===== src/rtl/dsp_mac_seq_if.sv =====
// Stream, slice and result signals of the dsp_mac_seq sequencer.
// slave is the sequencer view; master is the source/slice/sink view.
interface dsp_mac_seq_if #(
    parameter int LEN_W = 8
);
    logic             start;
    logic [LEN_W-1:0] len;
    logic             sub;
    logic             busy;
    logic             in_valid;
    logic             in_ready;
    logic [17:0]      a_in;
    logic [17:0]      b_in;
    logic [17:0]      dsp_a;
    logic [17:0]      dsp_b;
    logic [7:0]       dsp_opmode;
    logic [47:0]      dsp_p;
    logic             res_valid;
    logic             res_ready;
    logic [47:0]      result;

    modport slave (
        input  start, len, sub,
        input  in_valid, a_in, b_in,
        input  dsp_p, res_ready,
        output busy, in_ready,
        output dsp_a, dsp_b, dsp_opmode,
        output res_valid, result
    );

    modport master (
        output start, len, sub,
        output in_valid, a_in, b_in,
        output dsp_p, res_ready,
        input  busy, in_ready,
        input  dsp_a, dsp_b, dsp_opmode,
        input  res_valid, result
    );
endinterface


===== src/rtl/dsp_mac_seq.sv =====
// MAC sequencer feeding a registered dsp slice (A1/B1/M/P/OPMODE regs).
// Optional DSP_MAC_SUB_EN: honour sub and issue subtract opcodes.
module dsp_mac_seq #(
    parameter int LEN_W = 8,
    parameter int LAT   = 3
) (
    input logic          CLK,
    input logic          RST,
    dsp_mac_seq_if.slave bus
);
    typedef enum logic [1:0] {
        IDLE,
        FEED,
        DRAIN,
        DONE
    } state_t;

    typedef struct packed {
        logic vld;
        logic first;
    } tag_t;

    localparam int DW = $clog2(LAT + 2);
    localparam logic [DW-1:0] DRAIN_LD = DW'(LAT + 1);

    localparam logic [7:0] OP_HOLD  = 8'h08;
    localparam logic [7:0] OP_FIRST = 8'h01;
    localparam logic [7:0] OP_ACC   = 8'h09;
    localparam logic [7:0] OP_FSUB  = 8'h81;
    localparam logic [7:0] OP_SUB   = 8'h89;

    state_t state;
    state_t state_nxt;

    logic [LEN_W-1:0] len_q;
    logic [LEN_W-1:0] cnt_q;
    logic [DW-1:0]    dcnt_q;
    logic             sub_q;
    logic             sub_sel;
    logic [17:0]      a_q;
    logic [17:0]      b_q;
    logic [47:0]      result_q;
    tag_t [LAT-2:0]   tag_q;
    tag_t             tap;
    logic [7:0]       opmode;

    logic busy;
    logic in_ready;
    logic res_valid;
    logic accept;
    logic last_beat;
    logic launch;
    logic drain_end;

`ifdef DSP_MAC_SUB_EN
    assign sub_sel = bus.sub;
`else
    logic unused_sub;
    assign unused_sub = bus.sub;
    assign sub_sel    = 1'b0;
`endif

    assign accept    = in_ready & bus.in_valid;
    assign last_beat = (cnt_q == len_q - LEN_W'(1));
    assign launch    = (state == IDLE) & bus.start;
    assign drain_end = (state == DRAIN) & (dcnt_q == DW'(1));

    always_ff @(posedge CLK or posedge RST) begin
        if (RST) begin
            state <= IDLE;
        end else begin
            state <= state_nxt;
        end
    end

    always_comb begin
        state_nxt = state;
        unique case (state)
            IDLE: begin
                if (bus.start) begin
                    if (bus.len == '0) begin
                        state_nxt = DONE;
                    end else begin
                        state_nxt = FEED;
                    end
                end
            end
            FEED: begin
                if (accept && last_beat) begin
                    state_nxt = DRAIN;
                end
            end
            DRAIN: begin
                if (drain_end) begin
                    state_nxt = DONE;
                end
            end
            DONE: begin
                if (bus.res_ready) begin
                    state_nxt = IDLE;
                end
            end
            default: state_nxt = IDLE;
        endcase
    end

    always_comb begin
        busy      = 1'b1;
        in_ready  = 1'b0;
        res_valid = 1'b0;
        unique case (state)
            IDLE:    busy      = 1'b0;
            FEED:    in_ready  = 1'b1;
            DRAIN:   busy      = 1'b1;
            DONE:    res_valid = 1'b1;
            default: busy      = 1'b0;
        endcase
    end

    always_ff @(posedge CLK or posedge RST) begin
        if (RST) begin
            len_q <= '0;
            sub_q <= 1'b0;
            cnt_q <= '0;
        end else if (launch) begin
            len_q <= bus.len;
            sub_q <= sub_sel;
            cnt_q <= '0;
        end else if (accept) begin
            cnt_q <= cnt_q + LEN_W'(1);
        end
    end

    // Drain covers LAT edges of slice latency plus the result capture edge.
    always_ff @(posedge CLK or posedge RST) begin
        if (RST) begin
            dcnt_q <= '0;
        end else if (accept && last_beat) begin
            dcnt_q <= DRAIN_LD;
        end else if (state == DRAIN) begin
            dcnt_q <= dcnt_q - DW'(1);
        end
    end

    always_ff @(posedge CLK or posedge RST) begin
        if (RST) begin
            result_q <= '0;
        end else if (launch && bus.len == '0) begin
            result_q <= '0;
        end else if (drain_end) begin
            result_q <= bus.dsp_p;
        end
    end

    always_ff @(posedge CLK or posedge RST) begin
        if (RST) begin
            a_q <= '0;
            b_q <= '0;
        end else if (accept) begin
            a_q <= bus.a_in;
            b_q <= bus.b_in;
        end else begin
            a_q <= '0;
            b_q <= '0;
        end
    end

    // Tag i describes the beat presented on dsp_a/dsp_b i cycles ago.
    always_ff @(posedge CLK or posedge RST) begin
        if (RST) begin
            tag_q <= '0;
        end else begin
            tag_q[0] <= '{vld: accept, first: accept && cnt_q == '0};
            for (int i = 1; i < LAT - 1; i++) begin
                tag_q[i] <= tag_q[i-1];
            end
        end
    end

    assign tap = tag_q[LAT-2];

    always_comb begin
        opmode = OP_HOLD;
        unique case (1'b1)
            !tap.vld: begin
                opmode = OP_HOLD;
            end
            tap.vld && tap.first: begin
                opmode = sub_q ? OP_FSUB : OP_FIRST;
            end
            tap.vld && !tap.first: begin
                opmode = sub_q ? OP_SUB : OP_ACC;
            end
            default: opmode = OP_HOLD;
        endcase
    end

    assign bus.busy       = busy;
    assign bus.in_ready   = in_ready;
    assign bus.res_valid  = res_valid;
    assign bus.result     = result_q;
    assign bus.dsp_a      = a_q;
    assign bus.dsp_b      = b_q;
    assign bus.dsp_opmode = opmode;
endmodule

===== src/flat_wrapper.sv =====
// flat-port wrapper written by rule: the top's interface ports become plain ports
module dsp_mac_seq_flat 
#(
    parameter int LEN_W = 8,
    parameter int LAT   = 3
)
  (CLK, RST, bus_start, bus_len, bus_sub, bus_in_valid, bus_a_in, bus_b_in, bus_dsp_p, bus_res_ready, bus_busy, bus_in_ready, bus_dsp_a, bus_dsp_b, bus_dsp_opmode, bus_res_valid, bus_result);
  dsp_mac_seq_if #(.LEN_W(LEN_W)) bus_i ();
  input logic CLK;
  input logic RST;
  input wire logic [$bits(bus_i.start)-1:0] bus_start;
  input wire logic [$bits(bus_i.len)-1:0] bus_len;
  input wire logic [$bits(bus_i.sub)-1:0] bus_sub;
  input wire logic [$bits(bus_i.in_valid)-1:0] bus_in_valid;
  input wire logic [$bits(bus_i.a_in)-1:0] bus_a_in;
  input wire logic [$bits(bus_i.b_in)-1:0] bus_b_in;
  input wire logic [$bits(bus_i.dsp_p)-1:0] bus_dsp_p;
  input wire logic [$bits(bus_i.res_ready)-1:0] bus_res_ready;
  output wire logic [$bits(bus_i.busy)-1:0] bus_busy;
  output wire logic [$bits(bus_i.in_ready)-1:0] bus_in_ready;
  output wire logic [$bits(bus_i.dsp_a)-1:0] bus_dsp_a;
  output wire logic [$bits(bus_i.dsp_b)-1:0] bus_dsp_b;
  output wire logic [$bits(bus_i.dsp_opmode)-1:0] bus_dsp_opmode;
  output wire logic [$bits(bus_i.res_valid)-1:0] bus_res_valid;
  output wire logic [$bits(bus_i.result)-1:0] bus_result;
  assign bus_i.start = bus_start;
  assign bus_i.len = bus_len;
  assign bus_i.sub = bus_sub;
  assign bus_i.in_valid = bus_in_valid;
  assign bus_i.a_in = bus_a_in;
  assign bus_i.b_in = bus_b_in;
  assign bus_i.dsp_p = bus_dsp_p;
  assign bus_i.res_ready = bus_res_ready;
  assign bus_busy = bus_i.busy;
  assign bus_in_ready = bus_i.in_ready;
  assign bus_dsp_a = bus_i.dsp_a;
  assign bus_dsp_b = bus_i.dsp_b;
  assign bus_dsp_opmode = bus_i.dsp_opmode;
  assign bus_res_valid = bus_i.res_valid;
  assign bus_result = bus_i.result;
  dsp_mac_seq #(.LEN_W(LEN_W), .LAT(LAT)) u_core (.CLK(CLK), .RST(RST), .bus(bus_i));
endmodule

===== config.mk =====
export PLATFORM = sky130hd
export DESIGN_NAME = dsp_mac_seq_flat
export DESIGN_NICKNAME = d
export VERILOG_FILES = /design/src/rtl/dsp_mac_seq_if.sv /design/src/rtl/dsp_mac_seq.sv /design/src/flat_wrapper.sv
export SDC_FILE = /design/constraint.sdc
export NUM_CORES = 1
export LEC_CHECK = 0
export CAP_MARGIN = 40
export CORE_MARGIN = 3
export CORE_UTILIZATION = 30
export CTS_CLUSTER_SIZE = 8
export DETAILED_ROUTE_END_ITERATION = 8
export PLACE_DENSITY = 0.68
export SLEW_MARGIN = 15
export SYNTH_ARGS = -nofsm -noshare
export SYNTH_HDL_FRONTEND = slang
export SYNTH_SLANG_ARGS = --single-unit

===== constraint.sdc =====
create_clock -name CLK -period 4.1 [get_ports CLK]
set_input_delay 1.23 -clock CLK [delete_from_list [all_inputs] [get_ports CLK]]
set_output_delay 1.23 -clock CLK [all_outputs]
set_load 0.03 [all_outputs]

==> results.sh, run 1 <==
export IMPL_globalRoute_totalOverflow=0
export IMPL_worstHoldPathType="flop to flop"
export IMPL_placementRows=44
export IMPL_worst_slew_pin_transition_ns=0.608
export IMPL_grt_first_pass_wirelength_microns=19400
export IMPL_final_core_util_pct=47.0
export IMPL_synth_area_mux_share_pct=0
export IMPL_clock_sink_count=109
export IMPL_top_usage_layer="met2"
export IMPL_post_route_period_util_pct=76.0
export IMPL_timing_max_cap_violations=0
export IMPL_ys_types=37
export IMPL_met3_capacity_usage_during_global_routing_pct=5.69
export IMPL_wire_per_inst_microns=14.6
export IMPL_post_cts_resize_count=0
export IMPL_drtPass1Iterations=4
export IMPL_cp_arrival_ns=1.89
export IMPL_synth_seq_cells=109
export IMPL_detailedPlace_worstSlack_ns=0.948
export IMPL_worst_hold_margin_ns=0.343
export IMPL_worstHoldPathCells=0
export IMPL_combinational_family_with_the_most_area_after_synthesis="simple AND/OR/NAND/NOR gates"
export IMPL_clock_latency_ns=0.34
export IMPL_max_slew_headroom_pct=59.5
export IMPL_layout_common_cells="clkdlybuf4s50_1 (185), nand2_1 (125), dfrtp_1 (109)"
export IMPL_clock_skew_final_ns=0.00503
export IMPL_die_height_microns=129
export IMPL_finalSetupViolCount=0
export IMPL_drive_above_1_share_pct=4.06
export IMPL_timing_hold_worst_start="u_core.tag_q[1]"
export IMPL_drt_iter0_markers=175
export IMPL_nFillCells=1331
export IMPL_design_core_area_sq_mm=0.0147
export IMPL_design_final_nets=744
export IMPL_cts_made_buffers=9
export IMPL_final_setup_tns_ns=0
export IMPL_area_growth_synth_to_final_pct=51.6
export IMPL_hold_viol_final=0
export IMPL_first_global_vias=3928
export IMPL_route_vias_total=3789
export IMPL_floorplan_die_area_sq_mm=0.0167
export IMPL_critPathKind="flop to output port"
export IMPL_power_per_cell_area_mw_per_mm2=703
export IMPL_synthAdderAreaFrac_pct=2.74
export IMPL_cts_htree_levels=3
export IMPL_fp_dieW_microns=129
export IMPL_peakVddDrop_v=0.000325
export IMPL_routabilityCongestion=0.869
export IMPL_depth_of_the_worst_register_to_register_path=8
export IMPL_worst_r2r_startpoint="u_core.state[1]"
export IMPL_remaining_drc_errors=0
export IMPL_post_place_cells=809
export IMPL_leak_pwr_uw=0.00317
export IMPL_dominantRegCellSynth="dfrtp_1"
export IMPL_grt_start_max_net_pins=110
export IMPL_cts_hold_buffers=0
export IMPL_synth_compound_gate_area_share_pct=7.98
export IMPL_xor_xnor_portion_of_the_synthesized_cell_area_pct=3.46
export IMPL_cts_reportedPaths_clkPinSlew_ns=0.07
export IMPL_worst_setup_path_end_kind="output port"
export IMPL_achievable_frequency_mhz=321
export IMPL_mappedNetlistArea_sq_mm=0.00456
export IMPL_yosys_warning_total=0
export IMPL_setup_slack_ns=0.983
export IMPL_clock_path_buffers=2
export IMPL_globalRouteTotalUtil_pct=14.5
export IMPL_slew_violations=0
export IMPL_routed_wl_microns=12000
export IMPL_cp_data_required_time_ns=2.87
export IMPL_antenna_diode_count=0
export IMPL_synth_async_sr_flop_share_pct=100
export IMPL_r2r_slack_ns=1.72
export IMPL_post_cts_buffers=0
export IMPL_hpwlAfterDp_microns=8620
export IMPL_gr_usage_met2_pct=25.2
export IMPL_antenna_found_initial=0
export IMPL_met1_usage_pct=16.5
export IMPL_fin_crit_period_ns=3.12
export IMPL_cts_root_buf="clkbuf_16"
export IMPL_layout_cells_most_common="clkdlybuf4s50_1"
export IMPL_layout_cells_non_filler=825
export IMPL_detail_route_antenna_nets=0
export IMPL_floorplan_initialDensity_pct=31.0
export IMPL_avgSynthCellArea_sq_um=9.87
export IMPL_synth_seq_area_share_pct=59.8
export IMPL_postSynthCellCount=462
export IMPL_synth_simple_gate_area_share_pct=21.5
export IMPL_i_o_pin_cnt=193
export IMPL_run_status="complete, no violations"
export IMPL_critical_path_startpoint_type="flop"
export IMPL_cts_tree="yes"
export IMPL_number_of_flops_mapped_to_enable_cells_by_yosys=0
export IMPL_rsz0062_at_grt="no"
export IMPL_routed_via_density=4.59
export IMPL_portBuffers=185
export IMPL_critical_path_startpoint="u_core.state[0]"
export IMPL_worst_path_max_fanout=5
## worst max-delay path, cell delays in order, from the launching register on
cell,delay (ns)
dfrtp_1,0.43
inv_1,0.11
ha_1,0.24
inv_1,0.08
clkdlybuf4s50_1,0.68
## state kept, by name, summed over array words and instances, names as in the netlist
name,flops
u_core.bus.dsp_a,18
u_core.dcnt_q,3
u_core.state,2
u_core.bus.dsp_b,18
u_core.bus.result,48
u_core.cnt_q,8
u_core.len_q,8
u_core.tag_q,4
## per-stage QoR
step	instance area, sq um	power (uW)
2_1_floorplan	4580	3040
3_3_place_gp	6570	3890
3_5_place_dp	6590	3980
4_1_cts	6910	4930
5_1_grt	6910	5190
6_report	6910	4860
## cell usage after synthesis (all sizes together) (2+ instances only)
| cell | n | share of area [%] |
|---|---|---|
| nor3 | 6 | 0.66 |
| a221oi | 3 | 0.58 |
| or4b | 2 | 0.44 |
| nor2 | 15 | 1.2 |
| dfrtp | 109 | 60 |
| buf | 11 | 1.4 |
| o21ai | 6 | 0.74 |
| nand4 | 3 | 0.41 |
| xor2 | 9 | 1.7 |
| and2 | 4 | 0.55 |
| or3 | 2 | 0.27 |
| inv | 12 | 0.99 |
| nand2 | 125 | 10 |
| ha | 10 | 2.7 |
| nor2b | 3 | 0.41 |
| nand2b | 2 | 0.27 |
| clkbuf | 23 | 1.9 |
| nor4 | 3 | 0.41 |
| nand3 | 4 | 0.44 |
| a21oi | 51 | 5.6 |
| and3 | 39 | 5.3 |
| xnor2 | 9 | 1.7 |
## path summary, 6_finish.rpt
| path | endpoint |
|---|---|
| worst min-delay path | u_core.tag_q[3] |
| worst max-delay path | bus_busy |
| worst min register to register | u_core.tag_q[3] |
| max in group asynchronous | u_core.dcnt_q[2] |
| worst max register to register | u_core.state[0] |
| min in group asynchronous | u_core.bus.result[3] |
## cell families after synthesis
| family | after synthesis |
|---|---|
| and+or+nand+nor | 211 |
| DFF | 109 |
| other | 1 |
| AOI/OAI and AO/OA | 66 |
| buffers and inverters | 47 |
| xor gates and xnor gates | 18 |
| adders and majority gates | 10 |
## per-layer routing
layer / up-vias / part of all wire, %
li1: 1852 / -
met5: - / 0
met2: 137 / 49
met3: 14 / 9.1
met1: 1786 / 41
met4: 0 / 1.6
## cell type report
class	count	area, sq um	share of cell area (%)
sequential	109	2730	39.5
timing repair buffer	192	1930	27.9
multi-input combinational	311	1650	23.9
clock buffer	13	250	3.62
tap	184	230	3.33
clock inverter	3	68.8	0.996
inverter	13	52.6	0.760
## power breakdown
group	internal [uW]	total [uW]	switching, uW
Sequential	1440	1680	237
Combinational	971	2250	1280
Clock	554	926	372
Total	2970	4860	1890
(Power assumes the default switching activity.)
==> inputs of run 2 (changes only) <==
- clock period: 4.1 -> 2.6 ns (I/O delays scaled with it)
==> run 2 against run 1 <==
  * Cell count rose by 0.48%
  * Hold slack gained 0.0064 ns
  * Critical path depth fell by 2
  * Die area is the same
  * Clock skew rose by 0.0032 ns
  * First-iteration DRC count rose by 1.7%
  * Register-to-register slack worse by 1.2 ns
  * Sequential power rose by 57%
  * Setup slack worse by 0.84 ns
  * Clock power up 53%
  * Combinational power grew 58%
  * Critical endpoint is now bus_res_valid
==> results.sh, run 2 (synthesis gave the netlist of run 1 again) <==
export IMPL_area_growth_synth_to_final_pct=52.0
export IMPL_cts_tree="yes"
export IMPL_peakVddDrop_v=0.000416
export IMPL_layout_cells_most_common="clkdlybuf4s50_1"
export IMPL_worst_slew_pin_transition_ns=0.587
export IMPL_drive_above_1_share_pct=5.12
export IMPL_post_cts_resize_count=1
export IMPL_critPathKind="flop to output port"
export IMPL_setup_slack_ns=0.138
export IMPL_cts_made_buffers=9
export IMPL_achievable_frequency_mhz=406
export IMPL_final_core_util_pct=47.2
export IMPL_max_slew_headroom_pct=60.9
export IMPL_design_core_area_sq_mm=0.0147
export IMPL_antenna_diode_count=0
export IMPL_drtPass1Iterations=4
export IMPL_grt_start_max_net_pins=110
export IMPL_clock_latency_ns=0.34
export IMPL_critical_path_startpoint_type="flop"
export IMPL_post_route_period_util_pct=94.7
export IMPL_largest_reg_flops=48
export IMPL_finalSetupViolCount=0
export IMPL_fin_crit_period_ns=2.46
export IMPL_worst_setup_path_end_kind="output port"
export IMPL_cp_arrival_ns=1.68
export IMPL_leak_pwr_uw=0.00319
export IMPL_cts_hold_buffers=0
export IMPL_route_vias_total=3853
export IMPL_fp_dieW_microns=129
export IMPL_worst_path_max_fanout=5
export IMPL_grt_first_pass_wirelength_microns=19300
export IMPL_first_global_vias=3920
export IMPL_power_per_cell_area_mw_per_mm2=1100
export IMPL_wire_per_inst_microns=14.3
export IMPL_clock_sink_count=109
export IMPL_power_uw=7620
export IMPL_cts_reportedPaths_clkPinSlew_ns=0.07
export IMPL_design_final_nets=748
export IMPL_floorplan_initialDensity_pct=31.0
export IMPL_i_o_pin_cnt=193
export IMPL_cts_htree_levels=3
export IMPL_rsz0062_at_grt="no"
export IMPL_post_cts_buffers=0
export IMPL_portBuffers=185
export IMPL_detail_route_antenna_nets=0
export IMPL_cp_data_required_time_ns=1.82
export IMPL_worstHoldPathType="flop to flop"
export IMPL_die_height_microns=129
export IMPL_slew_violations=0
export IMPL_layout_common_cells="clkdlybuf4s50_1 (183), nand2_1 (125), dfrtp_1 (109)"
export IMPL_globalRouteTotalUtil_pct=14.3
export IMPL_remaining_drc_errors=0
export IMPL_cts_root_buf="clkbuf_16"
export IMPL_post_place_cells=813
export IMPL_antenna_found_initial=0
export IMPL_routed_via_density=4.65
export IMPL_layout_cells_non_filler=829
export IMPL_globalRoute_totalOverflow=0
export IMPL_placementRows=44
export IMPL_clock_skew_final_ns=0.00828
export IMPL_r2r_slack_ns=0.48
export IMPL_run_status="complete, no violations"
export IMPL_timing_max_cap_violations=0
export IMPL_hpwlAfterDp_microns=8510
export IMPL_floorplan_die_area_sq_mm=0.0167
export IMPL_hold_viol_final=0
export IMPL_detailedPlace_worstSlack_ns=-0.0889
export IMPL_clock_path_buffers=2
export IMPL_nFillCells=1359
export IMPL_drt_iter0_markers=178
export IMPL_routabilityCongestion=0.816
export IMPL_routed_wl_microns=11900
run 2: cell count changes in the layout (fill, tap and decap cells not counted), sizes merged:
cell | before | now
bufinv | 2 | 1
buf | 7 | 12
dlygate4sd2 | 0 | 1
clkdlybuf4s50 | 185 | 183
clkinvlp | 1 | 2
run 2: worst paths after layout:
path                            startpoint                   end  cells after the start
max                        u_core.state[0]         bus_res_valid                      2
min                        u_core.tag_q[0]       u_core.tag_q[2]                      0
max reg2reg                u_core.len_q[0]       u_core.state[1]                      7
min reg2reg                u_core.tag_q[0]       u_core.tag_q[2]                      0
max in group asynchronous              RST   u_core.bus.dsp_b[4]                      3
min in group asynchronous              RST  u_core.bus.result[1]                      3
run 2: through the flow:
step                      TNS (ns)  area (sq um)  hold WS, ns
after floorplan                  0          4580        0.331
after global placement           0          6620        0.333
after detailed placement    -0.320          6620        0.336
after CTS                        0          6930        0.352
after global routing             0          6930        0.363
final                            0          6930        0.349
run 2: layer usage:
metal,vias up,share of wire [%],wire length [microns],global-route usage (%)
met5,-,0,0,0
met4,0,1.7,206,5.25
met3,16,8.5,1010,4.62
met2,143,49,5780,23.7
met1,1834,41,4900,17.5
li1,1860,-,-,-
run 2: power by group:
| group | internal, uW | switching, uW | total, uW |
|---|---|---|---|
| Combinational | 1530 | 2030 | 3560 |
| Sequential | 2270 | 366 | 2640 |
| Clock | 825 | 595 | 1420 |
run 2: layout make-up:
cell class              instances  area (sq um)  share of cell area (%)
multi-input cells             311          1650                    23.8
clock inverters                 3          42.5                   0.614
inverters                      13          52.6                   0.758
repair buffers                196          1960                    28.2
flip-flops and latches        109          2730                    39.4
well taps                     184           230                    3.32
clock buffers                  13           270                    3.90
run 2: worst max-delay path: stages (launching register included):
cell	delay (ns)
dfrtp_1	0.43
ha_1	0.22
clkdlybuf4s50_1	0.68
==> inputs of run 3 (changes only) <==
- CORE_MARGIN: 3 -> default
==> run 3 against run 2 <==
  * The run now ends with design-rule violations left
  * Cell count did not move
  * Sequential power barely moved
  * First-iteration DRC count fell by 4.5%
  * Flip-flop and latch count did not move
  * Maximum frequency fell by 0.18%
  * Register-to-register slack barely moved
  * Via count fell by 1.3%
  * Critical path type unchanged
  * Wire length fell by 5.4%
==> results.sh, run 3 (synthesis gave the netlist of run 1 again) <==
export IMPL_routabilityCongestion=0.802
export IMPL_hold_viol_final=0
export IMPL_cp_arrival_ns=1.69
export IMPL_multiInputGateArea_sq_mm=0.00165
export IMPL_failed_checks="design-rule violations"
export IMPL_layout_cells_non_filler=829
export IMPL_cts_root_buf="clkbuf_16"
export IMPL_post_cts_resize_count=1
export IMPL_post_place_cells=813
export IMPL_routed_wl_microns=11300
export IMPL_timing_max_cap_violations=0
export IMPL_floorplan_initialDensity_pct=31.0
export IMPL_worstHoldPathType="flop to flop"
export IMPL_finalSetupViolCount=0
export IMPL_clock_sink_count=109
export IMPL_antenna_found_initial=0
export IMPL_wire_per_inst_microns=13.6
export IMPL_clock_path_buffers=2
export IMPL_portBuffers=185
export IMPL_route_vias_total=3804
export IMPL_globalRoute_totalOverflow=0
export IMPL_drt_iter0_markers=170
export IMPL_die_height_microns=125
export IMPL_hpwlAfterDp_microns=8130
export IMPL_leak_pwr_uw=0.00317
export IMPL_cp_data_required_time_ns=1.82
export IMPL_peakVddDrop_v=0.000405
export IMPL_final_core_util_pct=46.9
export IMPL_worst_hold_margin_ns=0.356
export IMPL_detail_route_antenna_nets=0
export IMPL_cts_tree="yes"
export IMPL_placementRows=44
export IMPL_critPathKind="flop to output port"
export IMPL_slew_violations=0
export IMPL_area_sequential_sq_mm=0.00273
export IMPL_rsz0062_at_grt="no"
export IMPL_layout_cells_most_common="clkdlybuf4s50_1"
export IMPL_clock_latency_ns=0.34
export IMPL_worst_path_dominant_cell_family="buffers and inverters"
export IMPL_worstPathBufferInverterCount=1
export IMPL_area_growth_synth_to_final_pct=51.1
export IMPL_drive_above_1_share_pct=4.65
export IMPL_worst_path_max_delay_cell="clkdlybuf4s50_1"
export IMPL_layout_common_cells="clkdlybuf4s50_1 (183), nand2_1 (125), dfrtp_1 (109)"
export IMPL_grt_start_max_net_pins=72
export IMPL_grt_first_pass_wirelength_microns=18800
export IMPL_postLayoutCellArea_sq_mm=0.00689
export IMPL_cts_reportedPaths_clkPinSlew_ns=0.07
export IMPL_worst_path_max_fanout=5
export IMPL_largest_reg_flops=48
export IMPL_drtPass1Iterations=7
export IMPL_fin_crit_period_ns=2.47
export IMPL_final_setup_tns_ns=0
export IMPL_routed_via_density=4.59
export IMPL_fp_dieW_microns=125
export IMPL_critical_path_startpoint_type="flop"
export IMPL_remaining_drc_errors=14
export IMPL_place_area_sq_mm=0.00662
export IMPL_post_cts_buffers=0
export IMPL_achievable_frequency_mhz=405
export IMPL_post_route_period_util_pct=94.9
export IMPL_first_global_vias=3824
export IMPL_design_core_area_sq_mm=0.0147
export IMPL_globalRouteTotalUtil_pct=15.0
export IMPL_nFillCells=1371
export IMPL_antenna_diode_count=0
export IMPL_design_final_nets=748
export IMPL_power_per_cell_area_mw_per_mm2=1080
export IMPL_timing_critical_path_slowest_cell_delay_ns=0.70
export IMPL_cts_htree_levels=3
export IMPL_worst_setup_path_end_kind="output port"
export IMPL_i_o_pin_cnt=193
export IMPL_clock_skew_final_ns=0.00779
export IMPL_worstPathCellList="ha_1, clkdlybuf4s50_1"
export IMPL_cts_hold_buffers=0
export IMPL_run_status="finished with violations"
export IMPL_floorplan_die_area_sq_mm=0.0157
export IMPL_cts_made_buffers=9
run 3: cell types whose count changed in the layout (fill, tap and decap cells not counted), sizes merged:
cell    change
bufinv      -1
clkinv      +1
run 3: worst paths after layout:
| kind | endpoint | cells after the start | start | slack, ns |
|---|---|---|---|---|
| worst max register to register | u_core.state[0] | 7 | u_core.len_q[0] | 0.49 |
| worst max-delay path | bus_res_valid | 2 | u_core.state[1] | 0.13 |
| worst min register to register | u_core.tag_q[2] | 0 | u_core.tag_q[0] | 0.36 |
| min in group asynchronous | u_core.bus.dsp_a[9] | 3 | RST | 0.90 |
| worst min-delay path | u_core.tag_q[2] | 0 | u_core.tag_q[0] | 0.36 |
| max in group asynchronous | u_core.bus.result[43] | 3 | RST | 1.31 |
run 3: stage by stage:
stage	worst slack (ns)	power (uW)
after floorplan	0.505	4790
after global placement	0.0608	6130
after detailed placement	0.0812	6230
after CTS	0.108	7520
after global routing	0.0442	7920
final	0.134	7420
run 3: worst register-to-register path: stages, from the launching register on:
cell	delay (ns)
dfrtp_1	0.42
inv_1	0.08
ha_1	0.25
o21ba_1	0.18
a221oi_1	0.29
a41oi_1	0.15
or4b_1	0.59
nand3_1	0.09
run 3: power by group:
group	internal (uW)	total [uW]	switching (uW)
clock	677	1250	577
sequential	2270	2630	360
combinational	1520	3530	2000
run 3: layout make-up:
type	count	area share, %
multi-input cells	311	24.0
flip-flops and latches	109	39.6
clock inverters	3	0.309
inverters	13	0.763
clock buffers	13	3.63
well taps	184	3.34
repair buffers	196	28.4
run 3: layer usage:
metal  up-vias  GRT usage [%]  routed length, microns
li1       1868              -                       -
met1      1799           17.9                    4670
met2       127           25.4                    5590
met3        10           4.49                     848
met4         0           5.67                     151
met5         -              0                       0
